--- config.mk ---
export PLATFORM = sky130hd
export DESIGN_NAME = dlfloat_mac_seq_flat
export DESIGN_NICKNAME = d
export VERILOG_FILES = /design/src/rtl/dlfloat_pkg.sv /design/src/rtl/dlfloat_mac_seq_if.sv /design/src/rtl/dlfloat_mac_seq.sv /design/src/flat_wrapper.sv
export SDC_FILE = /design/constraint.sdc
export NUM_CORES = 1
export LEC_CHECK = 0
export ABC_AREA = 1
export BUFFER_PORTS_ARGS = -buffer_cell sky130_fd_sc_hd__clkbuf_2
export CAP_MARGIN = 40
export CORE_AREA = 2 2 83 85
export CTS_CLUSTER_DIAMETER = 150
export DETAILED_ROUTE_END_ITERATION = 12
export DIE_AREA = 0 0 85 87
export MAX_ROUTING_LAYER = met4
export PLACE_DENSITY = 0.8
export SETUP_SLACK_MARGIN = 0.1
export SYNTH_ARGS = -nofsm -noshare
export SYNTH_HDL_FRONTEND = slang
export SYNTH_SLANG_ARGS = --single-unit
--- constraint.sdc ---
create_clock -name clk -period 3.1 [get_ports clk]
set_clock_uncertainty 0.15 [all_clocks]
set_input_delay 0.465 -clock clk [delete_from_list [all_inputs] [get_ports clk]]
set_output_delay 0.465 -clock clk [all_outputs]
set_load 0.02 [all_outputs]
--- src/rtl/dlfloat_pkg.sv ---
// Shared DLFloat definitions for the MAC sequencer: word layout, special values
// and the sequencer state encoding.
package dlfloat_pkg;

  localparam int DLF_W     = 16;
  localparam int DLF_EXP_W = 6;
  localparam int DLF_MAN_W = 9;

  localparam logic [DLF_W-1:0] DLF_NAN  = 16'hFFFF;
  localparam logic [DLF_W-1:0] DLF_ZERO = 16'h0000;

  localparam int DLF_SIGN_BIT = 15;
  localparam int DLF_EXP_HI   = 14;
  localparam int DLF_EXP_LO   = 9;
  localparam int DLF_MAN_HI   = 8;
  localparam int DLF_MAN_LO   = 0;

  typedef enum logic [2:0] {
    IDLE,
    CLEAR,
    ACCUM,
    DRAIN,
    DONE
  } seq_state_e;

  function automatic logic dlf_sign(input logic [DLF_W-1:0] x);
    return x[DLF_SIGN_BIT];
  endfunction

  function automatic logic [DLF_EXP_W-1:0] dlf_exp(input logic [DLF_W-1:0] x);
    return x[DLF_EXP_HI:DLF_EXP_LO];
  endfunction

  function automatic logic [DLF_MAN_W-1:0] dlf_man(input logic [DLF_W-1:0] x);
    return x[DLF_MAN_HI:DLF_MAN_LO];
  endfunction

  // DLFloat has a single NaN encoding (all ones).
  function automatic logic dlf_is_nan(input logic [DLF_W-1:0] x);
    return x == DLF_NAN;
  endfunction

endpackage

--- src/rtl/dlfloat_mac_seq_if.sv ---
// Operand, datapath and result channels of the DLFloat MAC sequencer.
// master = environment (operand source, datapath, result sink); slave = sequencer.
interface dlfloat_mac_seq_if;
  import dlfloat_pkg::*;

  logic             op_valid;
  logic             op_ready;
  logic [DLF_W-1:0] op_a;
  logic [DLF_W-1:0] op_b;

  logic [DLF_W-1:0] mac_a;
  logic [DLF_W-1:0] mac_b;
  logic             mac_en;
  logic             mac_clr;
  logic [DLF_W-1:0] mac_acc;

  logic             res_valid;
  logic             res_ready;
  logic [DLF_W-1:0] res_data;

  modport master (
    output op_valid, op_a, op_b, mac_acc, res_ready,
    input  op_ready, mac_a, mac_b, mac_en, mac_clr, res_valid, res_data
  );

  modport slave (
    input  op_valid, op_a, op_b, mac_acc, res_ready,
    output op_ready, mac_a, mac_b, mac_en, mac_clr, res_valid, res_data
  );

endinterface

--- src/rtl/dlfloat_mac_seq.sv ---
// Job sequencer for the DLFloat MAC datapath: clear, stream N pairs, drain, return result.
// Optional sticky NaN flag on err when DLMAC_NAN_STICKY_EN is defined.
module dlfloat_mac_seq
  import dlfloat_pkg::*;
#(
  parameter int LEN_W   = 8,
  parameter int MAC_LAT = 2
) (
  input  logic             clk,
  input  logic             rst_n,
  input  logic             start,
  input  logic [LEN_W-1:0] len,
  output logic             busy,
  output logic             err,
  dlfloat_mac_seq_if.slave bus
);

  localparam int DLY_W = (MAC_LAT < 1) ? 1 : $clog2(MAC_LAT + 1);

  seq_state_e       state_q, state_d;
  logic [LEN_W-1:0] rem_q, rem_d;
  logic [DLY_W-1:0] dly_q, dly_d;
  logic [DLF_W-1:0] mac_a_q, mac_a_d;
  logic [DLF_W-1:0] mac_b_q, mac_b_d;
  logic             mac_en_q, mac_en_d;
  logic [DLF_W-1:0] res_data_q, res_data_d;
  logic             op_ready;
  logic             mac_clr;
  logic             res_valid;

`ifdef DLMAC_NAN_STICKY_EN
  logic err_q, err_d;
`endif

  always_ff @(posedge clk or negedge rst_n) begin
    if (!rst_n) begin
      state_q    <= IDLE;
      rem_q      <= '0;
      dly_q      <= '0;
      mac_a_q    <= '0;
      mac_b_q    <= '0;
      mac_en_q   <= 1'b0;
      res_data_q <= '0;
    end else begin
      state_q    <= state_d;
      rem_q      <= rem_d;
      dly_q      <= dly_d;
      mac_a_q    <= mac_a_d;
      mac_b_q    <= mac_b_d;
      mac_en_q   <= mac_en_d;
      res_data_q <= res_data_d;
    end
  end

`ifdef DLMAC_NAN_STICKY_EN
  always_ff @(posedge clk or negedge rst_n) begin
    if (!rst_n) begin
      err_q <= 1'b0;
    end else begin
      err_q <= err_d;
    end
  end
`endif

  always_comb begin
    state_d    = state_q;
    rem_d      = rem_q;
    dly_d      = dly_q;
    mac_a_d    = mac_a_q;
    mac_b_d    = mac_b_q;
    mac_en_d   = 1'b0;
    res_data_d = res_data_q;
    op_ready   = 1'b0;
    mac_clr    = 1'b0;
    res_valid  = 1'b0;
`ifdef DLMAC_NAN_STICKY_EN
    err_d      = err_q;
`endif

    case (state_q)
      IDLE: begin
        if (start) begin
          rem_d   = len;
          state_d = CLEAR;
        end
      end

      CLEAR: begin
        mac_clr = 1'b1;
`ifdef DLMAC_NAN_STICKY_EN
        err_d   = 1'b0;
`endif
        if (rem_q == '0) begin
          dly_d   = DLY_W'(MAC_LAT);
          state_d = DRAIN;
        end else begin
          state_d = ACCUM;
        end
      end

      ACCUM: begin
        op_ready = 1'b1;
        if (bus.op_valid) begin
          mac_a_d  = bus.op_a;
          mac_b_d  = bus.op_b;
          mac_en_d = 1'b1;
          rem_d    = rem_q - 1'b1;
`ifdef DLMAC_NAN_STICKY_EN
          err_d    = err_q | dlf_is_nan(bus.op_a) | dlf_is_nan(bus.op_b);
`endif
          // Last pair: the drain countdown starts with the cycle its strobe is issued.
          if (rem_q == LEN_W'(1)) begin
            dly_d   = DLY_W'(MAC_LAT);
            state_d = DRAIN;
          end
        end
      end

      DRAIN: begin
        if (dly_q == '0) begin
`ifdef DLMAC_NAN_STICKY_EN
          res_data_d = err_q ? DLF_NAN : bus.mac_acc;
`else
          res_data_d = bus.mac_acc;
`endif
          state_d    = DONE;
        end else begin
          dly_d = dly_q - 1'b1;
        end
      end

      DONE: begin
        res_valid = 1'b1;
        if (bus.res_ready) begin
          state_d = IDLE;
        end
      end

      default: state_d = IDLE;
    endcase
  end

  assign busy          = (state_q != IDLE);
  assign bus.op_ready  = op_ready;
  assign bus.mac_a     = mac_a_q;
  assign bus.mac_b     = mac_b_q;
  assign bus.mac_en    = mac_en_q;
  assign bus.mac_clr   = mac_clr;
  assign bus.res_valid = res_valid;
  assign bus.res_data  = res_data_q;

`ifdef DLMAC_NAN_STICKY_EN
  assign err = err_q;
`else
  assign err = 1'b0;
`endif

endmodule

--- src/flat_wrapper.sv ---
// flat-port wrapper written by rule: the top's interface ports become plain ports
module dlfloat_mac_seq_flat import dlfloat_pkg::*;
#(
  parameter int LEN_W   = 8,
  parameter int MAC_LAT = 2
)
  (clk, rst_n, start, len, busy, err, bus_op_valid, bus_op_a, bus_op_b, bus_mac_acc, bus_res_ready, bus_op_ready, bus_mac_a, bus_mac_b, bus_mac_en, bus_mac_clr, bus_res_valid, bus_res_data);
  dlfloat_mac_seq_if bus_i ();
  input  logic clk;
  input  logic rst_n;
  input  logic start;
  input  logic [LEN_W-1:0] len;
  output logic busy;
  output logic err;
  input wire logic [$bits(bus_i.op_valid)-1:0] bus_op_valid;
  input wire logic [$bits(bus_i.op_a)-1:0] bus_op_a;
  input wire logic [$bits(bus_i.op_b)-1:0] bus_op_b;
  input wire logic [$bits(bus_i.mac_acc)-1:0] bus_mac_acc;
  input wire logic [$bits(bus_i.res_ready)-1:0] bus_res_ready;
  output wire logic [$bits(bus_i.op_ready)-1:0] bus_op_ready;
  output wire logic [$bits(bus_i.mac_a)-1:0] bus_mac_a;
  output wire logic [$bits(bus_i.mac_b)-1:0] bus_mac_b;
  output wire logic [$bits(bus_i.mac_en)-1:0] bus_mac_en;
  output wire logic [$bits(bus_i.mac_clr)-1:0] bus_mac_clr;
  output wire logic [$bits(bus_i.res_valid)-1:0] bus_res_valid;
  output wire logic [$bits(bus_i.res_data)-1:0] bus_res_data;
  assign bus_i.op_valid = bus_op_valid;
  assign bus_i.op_a = bus_op_a;
  assign bus_i.op_b = bus_op_b;
  assign bus_i.mac_acc = bus_mac_acc;
  assign bus_i.res_ready = bus_res_ready;
  assign bus_op_ready = bus_i.op_ready;
  assign bus_mac_a = bus_i.mac_a;
  assign bus_mac_b = bus_i.mac_b;
  assign bus_mac_en = bus_i.mac_en;
  assign bus_mac_clr = bus_i.mac_clr;
  assign bus_res_valid = bus_i.res_valid;
  assign bus_res_data = bus_i.res_data;
  dlfloat_mac_seq #(.LEN_W(LEN_W), .MAC_LAT(MAC_LAT)) u_core (.clk(clk), .rst_n(rst_n), .start(start), .len(len), .busy(busy), .err(err), .bus(bus_i));
endmodule
Word-level counts from Yosys, hierarchy flattened:

Cells that the tools add are included.

* register bits after elaboration: 62
* input port bits: 61
* output and inout bits: 54
* logic and storage cells: 52

* $add $sub $neg: 2
* equality and inequality tests: 12
* multiplexer cells: 20
* reduce and logical (&&, ||, !) cells: 11

Operators with widths (count)
* $mux W8: 2
* $pmux W8 S2: 1
* $mux W3: 5
* $pmux W3 S5: 1
* $reduce_and A5 Y1: 2
* $eq A8 B1 Y1 const B: 1
* $logic_not A8 Y1: 1
* $mux W2: 4
* $ne A2 B2 Y1 const B: 4
* $sub A8 B1 Y8 const B: 1
* $eq A3 B2 Y1 const B: 2
* $mux W1: 6
* $ne A2 B1 Y1 const B: 3
* $pmux W2 S3: 1
* $reduce_bool A3 Y1: 2
* $reduce_and A2 Y1: 2
* $eq A3 B1 Y1 const B: 1
* $eq A3 B3 Y1 const B: 1
* $logic_not A3 Y1: 1
* $reduce_and A3 Y1: 1
* $logic_not A2 Y1: 1
* $reduce_bool A2 Y1: 1
* $sub A2 B1 Y2 const B: 1

Longest topological paths before layout:

Gate-level depths: netlist of the first run.

* word-level depth: 4
* mapped depth: 10
* depth with buffers taken out: 10

Worst setup path after synthesis of the first run:

OpenSTA, ideal clock, no wires.

* kind: register -> output
* start point: register u_core.state_q[1]
* end point: output port bus_res_valid
* arrival time: 1046 ps
* data required time: 2485 ps
* slack: 1439 ps
* stages on the path, launching flop included: 3
* buffers on the path: 1
* cell sequence: dfrtp_1 > buf_6 > nor3_1

* longest elaborated chain between the ends: 2

Ends and longest elaborated chain
* start: declaration: line dlfloat_mac_seq.sv:20 `seq_state_e state_q, state_d;`
* start signal: assignment: line dlfloat_mac_seq.sv:45 `state_q <= state_d;`
* $eq A3 B3 Y1: line dlfloat_mac_seq.sv:80 `case (state_q)`
* $mux W1: line dlfloat_mac_seq.sv:80
* end: declaration: line flat_wrapper.sv:25 `output wire logic [$bits(bus_i.res_valid)-1:0] bus_res_valid;`

Every way passes these cells.

Worst setup path after layout of the first run:

* start point: register u_core.state_q[1]
* end point: output port bus_op_ready

* longest elaborated chain between the ends: 2

Ends and longest elaborated chain
* $eq A3 B2 Y1: line dlfloat_mac_seq.sv:80
* $mux W1: line dlfloat_mac_seq.sv:80
* end: declaration: line flat_wrapper.sv:20 `output wire logic [$bits(bus_i.op_ready)-1:0] bus_op_ready;`

Every way passes these cells.

==> flow_summary.ini, run 1 <==
[status]
status = finished, final reports clean

[sta]
rsz0062_at_grt = no
totalNegativeSetupSlack_ns = 0
fin_crit_ns = 2.182
setup_violations = 0
worst_slew_pin_slew_ns = 0.8125
fmax_mhz = 458.2
hold_ws_ns = 0.06275
timing.slew.headroom_pct = 45.83
period_share_pct = 70.40
hold_viol = 0
finalMaxSlewViolations = 0

[synthesis]
yosysUniqueCellTypes = 25
synth-async-reset-ratio_pct = 100.0
synth_nets = 412
synth_area_leader_cell = dfrtp_1
syn_avg_cell_area_um2 = 8.196
synthFlopType = dfrtp_1
yosysSeqAreaShare_pct = 54.55
syn_inst = 347
synth.most_common_cell = nand2_1
yosysWarnings = 0
synthTopCellsByCount = 189 x nand2_1, 62 x dfrtp_1, 20 x nor2_1
synth_area_mm2 = 0.002844
synth_edf_count = 0
synth_area_leaders = dfrtp_1 55%, nand2_1 25%, buf_6 2.8%
netlist.area_leader.share_pct = 54.55
ys_seq_elements = 62

[clock_tree]
htreeDepth = 3
cts-resized-gates = 0
cts_tree = yes
cts-root-buf = clkbuf_8
numCtsBuffers = 9
clk_path_buf_depth = 2
cts_sinks = 62
cts_setup_buffers = 0
clk_pin_slew_ns = 0.07
postCtsHoldBufs = 0
clk_latency_ns = 0.33

[critical_path]
cp.arrival_ns = 1.57
worstPathMaxFanout = 12
critPathKind = flop to primary output
path_buf_inv = 2
worstPathCellList = nand2_2, nor2_1, buf_4, clkbuf_2
worstPathRequired_ns = 2.48
crit_path_start_kind = flop
slowest_delay_ns = 0.63
end_kind = primary output
cp_slowest_cell = dfrtp_1
critical_path.top_delay_family = flip-flops

[floorplan]
die_x_um = 85
start_util_pct = 43.30
core_area_mm2 = 0.006569
fp-row-count = 30
die_area_mm2 = 0.007395
die_h_um = 87
io_pins = 115

[layout]
fin_area_mm2 = 0.003649
syn2layout_area_growth_pct = 28.29
nNetsFinal = 525
drive_above_1_share_pct = 30.75
diodes = 0

[pwr]
irDropWorstVdd_mv = 0.5990
leakage_nw = 2.126
power.total_w = 0.004046
powerDensity_mw_per_mm2 = 1109

[place]
dpl.hpwl_um = 4587
gp_congestion = 0.8772
placed_cell_area_mm2 = 0.003416
portBuffers = 113

[route]
viasPerCell = 4.549
dr.first_iter.drc_count = 138
final_antenna_net_count = 0
route.vias.total = 2479
wl_per_cell_um = 11.63
wirelength_um = 6337
firstDrtPassIters = 4
remaining_drc_errors = 0

[global_routing]
track_usage_pct = 18.05
grt_pass1_vias = 2267
grt_max_degree = 35
antenna_found_initial = 0
global_route.overflow_total = 0
grt_pass1_wl_um = 10340

[flow_run]
max_cap_viol_count = 0

[hold_path]
hold_path_class = primary input to asynchronous set/reset pin
worst register-to-register path, stage by stage, from the launching register on:
cell and delay [ns]:
dfrtp_1 0.63, nand2_1 0.27, nor2_8 0.44, inv_2 0.34, nand2_1 0.16, nand2_1 0.05
layout make-up:
cell class	count	area, um^2
timing repair buffer	115	593.1
clock buffer	11	151.4
inverter	17	63.81
sequential	62	1551
fill	614	2920
multi-input combinational	255	1107
clock inverter	5	81.33
tap	80	100.1
kinds of logic after synthesis:
| family | share of synthesized area (%) |
|---|---|
| AND/OR/NAND/NOR | 33.30 |
| flip-flops | 54.55 |
| buffers and inverters | 6.511 |
| AO/OA/AOI/OAI | 3.431 |
| adder cells (fa/ha/maj) | 1.760 |
| XOR/XNOR | 0.3080 |
| other | 0.1319 |
state kept, by name (all words and copies together) (netlist names):
| register | count |
|---|---|
| u_core.bus.mac_a | 16 |
| u_core.bus.mac_b | 16 |
| u_core.rem_q | 8 |
| u_core.bus.mac_en | 1 |
| u_core.dly_q | 2 |
| u_core.state_q | 3 |
| u_core.bus.res_data | 16 |
power breakdown:
part           internal, W  total [W]  switching [W]  leakage, nW
sequential         0.00119    0.00147       0.000282        0.770
clock             0.000497   0.000816       0.000319        0.116
combinational     0.000590    0.00176        0.00117         1.24
total              0.00228    0.00405        0.00177         2.13
cell usage in the layout (no fill, tap or decap), types with 4 or more instances in the layout:
master,n
ha_1,4
inv_2,5
a21oi_1,5
inv_1,12
nand2_1,189
nor2_1,20
dfrtp_1,62
o21ai_0,10
clkbuf_2,113
nand3_1,6
clkbuf_8,11
path summary, 6_finish.rpt:
path | start | to | slack, ns | depth (start not counted)
worst min register to register | u_core.bus.mac_b[15] | u_core.bus.mac_b[15] | 0.32 | 2
worst max register to register | u_core.state_q[1] | u_core.bus.mac_b[15] | 0.95 | 5
worst max-delay path | u_core.state_q[1] | bus_op_ready | 0.92 | 4
worst min-delay path | rst_n | u_core.bus.res_data[10] | 0.06 | 1
min in group clk | bus_op_a[2] | u_core.bus.mac_a[2] | 0.17 | 3
max in group asynchronous | rst_n | u_core.bus.res_data[14] | 2.09 | 2
per-layer routing:
metal / wire [um] / GRT usage [%] / vias up
met4: 122 / 8.802 / 0
met2: 2909 / 27.34 / 80
met3: 362 / 2.938 / 10
li1: - / - / 1287
met1: 2943 / 23.73 / 1102
met5: 0 / - / -
metrics by stage:
step / std cells / setup WS (ns) / utilization [%]
after floorplan: 347 / 1.439 / -
after global placement: 529 / 1.052 / 52.00
after detailed placement: 529 / 0.9747 / 52.00
after CTS: 545 / 0.9213 / 55.54
after global routing: 545 / 0.7508 / 55.54
final: 545 / 0.9177 / 55.54
No activity file was read; power rests on OpenSTA's default activity.
==> run 2: changes to the inputs <==
CORE_AREA = 2 2 85 87   (was 2 2 83 85)
DIE_AREA = 0 0 87 89   (was 0 0 85 87)
PLACE_DENSITY = 0.79   (was 0.8)
clock period = 2 ns   (was 3.1 ns; I/O delays follow)
==> flow_summary.ini, run 2 (synthesized netlist as in run 1, its figures left out) <==
[pwr]
p_sw_share_pct = 45.82
leakage_nw = 2.110
powerDensity_mw_per_mm2 = 1653
p_int_w = 0.003241
irDropWorstVdd_mv = 0.7794
switchingPower_w = 0.002741
p_seq_share_pct = 37.6
pwr-share-clk_pct = 15.4
p_comb_share_pct = 47.0

[route]
dr.first_iter.drc_count = 126
viasPerCell = 4.647
remaining_drc_errors = 0
final_antenna_net_count = 0
firstDrtPassIters = 4
wl_per_cell_um = 11.86
wirelength_um = 6513
route.vias.total = 2551

[global_routing]
grt_pass1_vias = 2382
antenna_found_initial = 0
global_route.overflow_total = 0
grt_max_degree = 63
grt_pass1_wl_um = 10490
track_usage_pct = 17.82

[sta]
totalNegativeSetupSlack_ns = 0
worst_slew_pin_slew_ns = 0.5182
rsz0062_at_grt = no
fin_crit_ns = 1.822
fmax_mhz = 549.0
setup_violations = 0
period_share_pct = 91.08
hold_ws_ns = 0.02472
timing.slew.headroom_pct = 65.40
finalMaxSlewViolations = 0
hold_viol = 0

[critical_path]
end_kind = primary output
r2r_start = u_core.rem_q[0]
ff2ff_path_depth = 7
critPathKind = flop to primary output
crit_path_start_kind = flop
r2r_setup_slack_ns = 0.31
reg2reg_to = u_core.dly_q[1]
cp.arrival_ns = 1.37
worstPathMaxFanout = 11
worstPathRequired_ns = 1.55

[floorplan]
die_area_mm2 = 0.007743
core_area_mm2 = 0.006719
start_util_pct = 42.33
die_h_um = 89
fp-row-count = 30
die_x_um = 87
io_pins = 115

[layout]
layout_commonest_cell = nand2_1
final_cell_mix = 189 x nand2_1, 112 x clkbuf_2, 60 x dfrtp_1
drive_above_1_share_pct = 31.34
diodes = 0
final_util_pct = 53.87
final_cells = 549
syn2layout_area_growth_pct = 27.28
nNetsFinal = 529

[status]
status = finished, final reports clean

[clock_tree]
cts_tree = yes
clk_latency_ns = 0.32
numCtsBuffers = 9
clk_pin_slew_ns = 0.07
htreeDepth = 3
cts-root-buf = clkbuf_8
cts_sinks = 62
clk_path_buf_depth = 2

[hold_path]
hold_path_class = primary input to flop
whs_path_depth = 3
hold_start = bus_mac_acc[1]
hold-path-endpoint = u_core.bus.res_data[1]

[flow_run]
max_cap_viol_count = 0

[place]
gp_congestion = 0.8596
dp.cells = 531
portBuffers = 113
dpl.hpwl_um = 4698
run 2: cell type report:
class / instances / area, um^2
tap: 80 / 100.1
fill: 637 / 3099
multi-input combinational: 255 / 1107
clock buffer: 10 / 127.6
inverter: 17 / 63.81
sequential: 62 / 1554
clock inverter: 6 / 38.79
timing repair buffer: 119 / 628.1
run 2: metrics by stage:
step                total power (W)  setup slack, ns  cell area (um^2)
global placement           0.004995           0.3906              3431
CTS                        0.006054           0.1328              3617
detailed placement         0.005083           0.3548              3431
finish                     0.005982           0.1784              3620
floorplan                  0.004240           0.5040              2844
global route               0.006482           0.1034              3620
run 2: worst max-delay path by stage:
stage                                  to  depth (start not counted)              start  slack, ns
final                        bus_op_ready                          5  u_core.state_q[2]       0.18
after detailed placement  u_core.rem_q[4]                          8  u_core.state_q[1]       0.35
after floorplan             bus_res_valid                          2  u_core.state_q[1]       0.50
after CTS                     bus_mac_clr                          3  u_core.state_q[0]       0.13
after global placement    u_core.rem_q[4]                          8  u_core.state_q[1]       0.39
after global routing         bus_op_ready                          5  u_core.state_q[2]       0.10
run 2: power by group through the flow:
stage / Clock, W / Combinational [W] / Sequential [W]
after floorplan: 0 / 0.00149 / 0.00275
after global placement: 0 / 0.00275 / 0.00225
after detailed placement: 0 / 0.00283 / 0.00225
after CTS: 0.000962 / 0.00285 / 0.00224
after global routing: 0.00101 / 0.00315 / 0.00232
final: 0.000922 / 0.00281 / 0.00225
run 2: metal layers:
layer  vias up  share of wire, %  wire [um]  GRT usage, %
met5         -                 0          0             -
met4         0              0.71         46         6.676
met3         2               5.6        364         4.617
met2        76                50       3227         28.80
met1      1173                44       2874         21.58
li1       1300                 -          -             -
run 2: timing repair:
action	CTS	global route
hold buffers	1	0
setup buffers	1	0
hold endpoints to repair	62	0
gates resized for setup	1	2
gates cloned	0	0
setup endpoints to repair	1	2
run 2: worst max-delay path: stages (launching register included):
cell      delay [ns]
dfrtp_1         0.40
inv_2           0.12
nand2_2         0.08
nor2_1          0.10
buf_4           0.18
clkbuf_4        0.18
